**src/rtl/inst_fetch.sv**
```systemverilog
// Instruction fetch stage: PC, IF/ID register, RUN/HALT control.
// Ports: clk/reset, stall, jump/branch redirects, imem A port, IF/ID outputs, status.
module inst_fetch #(
  parameter logic [4:0] RESET_PC = 5'd0,
  parameter logic [4:0] END_ADDR = 5'd31
) (
  input  logic        clk,
  input  logic        reset,
  input  logic        stall,
  input  logic        jump,
  input  logic [4:0]  jump_target,
  input  logic        branch_taken,
  input  logic [4:0]  branch_target,
  output logic [4:0]  imem_addr,
  input  logic [31:0] imem_rd,
  output logic [4:0]  pc,
  output logic [31:0] if_id_instr,
  output logic [4:0]  if_id_pc_plus1,
  output logic        if_id_valid,
  output logic        halted,
  output logic [15:0] fetch_count
);

  typedef enum logic {
    RUN  = 1'b0,
    HALT = 1'b1
  } state_t;

  state_t     state;
  logic [4:0] pc_inc;
  logic       redirect;
  logic [4:0] redirect_pc;

  assign imem_addr   = pc;
  assign pc_inc      = pc + 5'd1;
  assign redirect    = jump | branch_taken;
  assign redirect_pc = jump ? jump_target : branch_target;

  always_ff @(posedge clk) begin
    if (reset) begin
      state          <= RUN;
      pc             <= RESET_PC;
      if_id_instr    <= '0;
      if_id_pc_plus1 <= '0;
      if_id_valid    <= 1'b0;
      fetch_count    <= '0;
      halted         <= 1'b0;
    end else if (redirect) begin
      // Redirect flushes IF/ID, overrides stall and leaves HALT.
      state       <= RUN;
      halted      <= 1'b0;
      pc          <= redirect_pc;
      if_id_instr <= '0;
      if_id_valid <= 1'b0;
    end else if (state == HALT) begin
      if_id_instr <= '0;
      if_id_valid <= 1'b0;
    end else if (!stall) begin
      pc             <= pc_inc;
      if_id_instr    <= imem_rd;
      if_id_pc_plus1 <= pc_inc;
      if_id_valid    <= 1'b1;
      if (fetch_count != 16'hFFFF)
        fetch_count <= fetch_count + 16'd1;
      // The last word is still captured; stop on the same edge.
      if (pc == END_ADDR) begin
        state  <= HALT;
        halted <= 1'b1;
      end
    end
  end

endmodule

```
**config.mk**
```make
export PLATFORM = sky130hd
export DESIGN_NAME = inst_fetch
export DESIGN_NICKNAME = d
export VERILOG_FILES = /design/src/rtl/inst_fetch.sv
export SDC_FILE = /design/constraint.sdc
export NUM_CORES = 1
export LEC_CHECK = 0
export BUFFER_PORTS_ARGS = -buffer_cell sky130_fd_sc_hd__buf_2
export CORE_ASPECT_RATIO = 0.6
export CORE_MARGIN = 5
export CORE_UTILIZATION = 40
export CTS_BUF_LIST = sky130_fd_sc_hd__clkbuf_8
export DETAILED_ROUTE_END_ITERATION = 16
export PLACE_DENSITY = 0.78
export SLEW_MARGIN = 20
export SYNTH_ARGS = -nofsm -noshare
export SYNTH_HDL_FRONTEND = slang
export SYNTH_SLANG_ARGS = --single-unit
export TNS_END_PERCENT = 20
```
**constraint.sdc**
```tcl
create_clock -name clk -period 3.2 [get_ports clk]
set_input_delay 0.32 -clock clk [delete_from_list [all_inputs] [get_ports clk]]
set_output_delay 0.32 -clock clk [all_outputs]
set_load 0.1 [all_outputs]
```
* Word-level counts from Yosys, hierarchy flattened *
Cells that the tools add are included.

word-level totals
  flip-flop bits (word level) = 61
  bits of input ports = 47
  output and inout port bits = 65

operators by class
  equality and inequality tests = 4
  mux-type cells = 7
  add/sub/neg operators = 2
  reductions and logical operators = 6
  bitwise operators = 4

operators with widths
  cell                   count
  $mux 5                 4
  $add 16x1->16 const B  1
  $ne 16x16->1 const B   1
  $reduce_and 3->1       2
  $add 5x1->5 const B    1
  $eq 5x5->1 const B     1
  $ne 2x1->1 const B     2
  $reduce_and 4->1       1
  $mux 1                 3
  $not 1->1              3
  $reduce_or 3->1        1
  $reduce_and 2->1       1
  $reduce_or 2->1        1
  $or 1x1->1             1

* Longest topological paths before layout *
  depth in word-level cells = 4
  mapped depth = 7
  gate-level depth less buffers = 7

* Worst setup path before layout *
No wires, ideal clock.

  kind = register to register
  start point = reg fetch_count[0]
  end point = reg fetch_count[14]
  arrival = 2507 ps
  setup slack = 622 ps
  buffers on the path = 1
  required time = 3130 ps
  stages on the path, launching flop included = 7
  path through = dfxtp_1 > ha_1 > nand4_1 > or3_1 > clkbuf_1 > or4_1 > a21oi_1

on the way
  word-level cells in the longest chain between the ends = 2

RTL lines
  item                                                   line  text
  start: declaration                                     21    output logic [15:0] fetch_count
  start signal: assignment                               64    fetch_count <= fetch_count + 16'd1;
  branches (longest 2 deep; another with $add 16x1->16)  --

Parallel ways; which one is timed is not known.
A chain may end at the register's enable or synchronous reset.

* Worst setup path in the final report *
  start point = reg state
  end point = reg fetch_count[14]

on the way
  word-level cells in the longest chain between the ends = 2

RTL lines
  item                               line  text
  start: declaration                 29    state_t state;
  start signal: assignment           41    state <= RUN;
  start signal: assignment           50    state <= RUN;
  start signal: assignment           67    state <= HALT;
  $not 1->1 (no source line)         --
  $reduce_and 4->1 (no source line)  --

Every way passes these cells.

==> flow_metrics.env <==
export IMPL_port_buffers=111
export IMPL_vias=2398
export IMPL_initial_core_util_pct=41.9
export IMPL_period_minus_slack_ps=2210
export IMPL_via_per_inst=5.06
export IMPL_grt_pass1_vias=2373
export IMPL_clk_path_buf_depth=2
export IMPL_fmax_mhz=453
export IMPL_whs_endpoint="if_id_instr[14]$_SDFFE_PP0N_"
export IMPL_slew_viol_final=0
export IMPL_worst_slack_ps=993
export IMPL_clk_pin_slew_ps=70
export IMPL_p_leak_uw=0.00160
export IMPL_grt_pass1_wl_mm=11.5
export IMPL_firstDrtPassIters=5
export IMPL_timing_rr_end="fetch_count[14]$_SDFFE_PP0P_"
export IMPL_setup_viol=0
export IMPL_slew_headroom_pct=58.9
export IMPL_finalClockSkew_ps=5.41
export IMPL_nNetsFinal=437
export IMPL_synthesis_area_sq_um=2600
export IMPL_drc=0
export IMPL_gr_total_overflow=0
export IMPL_synthArstFlopShare_pct=0
export IMPL_yosysWarnings=0
export IMPL_end_kind="flop"
export IMPL_worstPathArrival_ps=2460
export IMPL_dieArea_sq_um=8250
export IMPL_hp_start="imem_rd[14]"
export IMPL_ir_drop_mv=0.275
export IMPL_gp_congestion=0.857
export IMPL_whs_path_depth=3
export IMPL_num_rows=22
export IMPL_cts_made_buffers=9
export IMPL_routedWlPerCell_um=14.7
export IMPL_fp_dieH_um=72.4
export IMPL_clk_latency_ps=320
export IMPL_area_growth_pct=30.3
export IMPL_grt_max_degree=39
export IMPL_synth_edf_count=0
export IMPL_fin_setup_tns_ps=0
export IMPL_tritoncts="yes"
export IMPL_yosys_register_bits=61
export IMPL_crit_fanout=24
export IMPL_ctsResizeCount=0
export IMPL_hp_class="input pin to flop"
export IMPL_first_iter_violations=196
export IMPL_ioPinCount=112
export IMPL_slowest_delay_ps=570
export IMPL_cp_cell_sequence="or4_4 -> or3_1 -> or4_1 -> a21oi_1"
export IMPL_drive_above_1_share_pct=34.6
export IMPL_cp_buffers_inverters=0
export IMPL_status="completed"
export IMPL_synth_fp_nets=335
export IMPL_die_w_um=114
export IMPL_syn_avg_cell_area_sq_um=9.11
export IMPL_fin_crit_sh_pct=69.0
export IMPL_post_cts_buffers=0
export IMPL_ys_seq_area_share_pct=47.0
export IMPL_cts_root_buf="clkbuf_8"
export IMPL_core_sq_um=6190
export IMPL_holdBufCountCts=0
export IMPL_grt_setup_unrepaired="no"
export IMPL_wirelength_mm=6.96
export IMPL_diodes=0
export IMPL_fillers=615
export IMPL_antenna_found_initial=0
export IMPL_final_instance_count_excl_fill=474
export IMPL_tightest_slew_ps=617
export IMPL_cp_start_kind="flop"
export IMPL_grt_usage_pct=17.3
export IMPL_max_cap_viol_count=0
export IMPL_reg2reg_from="state$_SDFF_PP0_"
export IMPL_htreeDepth=3
export IMPL_dp_cells=460
export IMPL_fin_area_sq_um=3380
export IMPL_yosys_most_used_dff="dfxtp_1"
export IMPL_cts_sinks=61
export IMPL_final_hold_viol_count=0
export IMPL_cp_data_required_time_ps=3450
export IMPL_r2r_cells=4
export IMPL_crit_family="simple AND/OR/NAND/NOR gates"
export IMPL_hpwl_mm=5.25
export IMPL_postPlaceCellArea_sq_um=3180
export IMPL_reg2reg_setup_slack_ps=990
export IMPL_crit_path_top_delay_cell="or4_4"
export IMPL_antenna_left=0
export IMPL_syn_inst=285
export IMPL_critPathKind="flop to flop"
export IMPL_dp_slack_ps=757
export IMPL_power_density_nw_per_um2=527
export IMPL_ys_types=36
==> tightest hold or removal path: stages <==
cell and delay, ps:
buf_2 70, mux2i_1 50, nor2_1 70
==> registers in the layout, indices dropped and copies added (netlist names) <==
register	count
state	1
halted	1
if_id_pc_plus1	5
fetch_count	16
if_id_valid	1
imem_addr	5
if_id_instr	32
==> cell usage in the layout, fill, tap and decap left out, types with 2 or more instances in the layout <==
cell / instances
bufinv_16: 2
clkbuf_8: 9
o21ai_0: 5
nor2b_1: 6
a21oi_1: 21
nor2_1: 48
a211oi_1: 2
dfxtp_1: 61
nand4_1: 6
nor4_1: 6
mux2_2: 4
a221oi_1: 2
or3_1: 5
buf_4: 3
nor3_1: 3
and3_1: 4
ha_1: 3
nand3_1: 5
nand2_1: 11
mux2i_1: 32
o31ai_1: 7
xor2_1: 3
buf_2: 111
or4_1: 7
inv_1: 7
clkinv_2: 2
==> worst max-delay path by stage <==
stage                                 from                            to  slack [ps]  cells past startpoint
2_1_floorplan  fetch_count[0]$_SDFFE_PP0P_  fetch_count[14]$_SDFFE_PP0P_         620                      6
3_3_place_gp                  branch_taken  fetch_count[14]$_SDFFE_PP0P_         820                      5
3_5_place_dp                  branch_taken  fetch_count[14]$_SDFFE_PP0P_         760                      5
4_1_cts                   state$_SDFF_PP0_  fetch_count[14]$_SDFFE_PP0P_        1000                      4
5_1_grt                   state$_SDFF_PP0_  fetch_count[14]$_SDFFE_PP0P_         890                      4
6_report                  state$_SDFF_PP0_  fetch_count[14]$_SDFFE_PP0P_         990                      4
==> synth_stat cells (4+ instances only) <==
cell type  number  area, sq um
a21oi_1        21          105
and3_1          4         25.0
buf_4           5         37.5
clkbuf_1       15         56.3
dfxtp_1        61         1220
inv_1           7         26.3
mux2_2          4         45.0
mux2i_1        32          320
nand2_1        11         41.3
nand3_1         5         25.0
nand4_1         6         37.5
nor2_1         48          180
nor2b_1         6         37.5
nor4_1          7         43.8
o21ai_0         5         25.0
o31ai_1         7         52.6
or3_1           5         31.3
or4_1           8         60.1
==> report_power, final <==
part / internal (uW) / total [uW] / switching, uW
Combinational: 68.8 / 288 / 219
Clock: 427 / 707 / 280
Sequential: 775 / 789 / 13.5
Total: 1270 / 1780 / 513
==> kinds of logic (layout without fill, tap and decap cells) <==
logic type	Yosys count	in the layout	synth area share [%]
AND/OR/NAND/NOR	108	108	20.7
flip-flops	61	61	47.0
AO/OA/AOI/OAI	43	43	10.4
multiplexers	36	36	14.1
buffers and inverters	30	135	5.06
XOR/XNOR	4	4	1.35
adder cells (fa/ha/maj)	3	3	1.45
==> area by class of cell <==
| class | count | area (sq um) | share of cell area, % |
|---|---|---|---|
| Multi-Input combinational cell | 194 | 1250 | 37.0 |
| Sequential cell | 61 | 1220 | 36.1 |
| Timing Repair Buffer | 114 | 578 | 17.1 |
| Clock buffer | 9 | 124 | 3.66 |
| Tap cell | 84 | 105 | 3.11 |
| Clock inverter | 5 | 77.6 | 2.29 |
| Inverter | 7 | 26.3 | 0.777 |
==> metrics by stage <==
step                      utilization [%]  hold WS, ps  total power (uW)
after CTS                            54.6          212              1800
after global routing                 54.6          220              1860
after global placement               51.4          447              1090
final                                54.6          227              1780
after detailed placement             51.4          456              1090
after floorplan                         -          464              1030
==> metal layers <==
metal / GRT usage (%) / vias to the layer above / share of wire [%]
met5: 0 / - / 0
met4: 5.14 / 0 / 0.50
met3: 5.17 / 2 / 6.6
met2: 26.5 / 81 / 45
met1: 23.7 / 1105 / 48
li1: - / 1210 / -
Note: power is estimated with default switching activity, not from simulation.
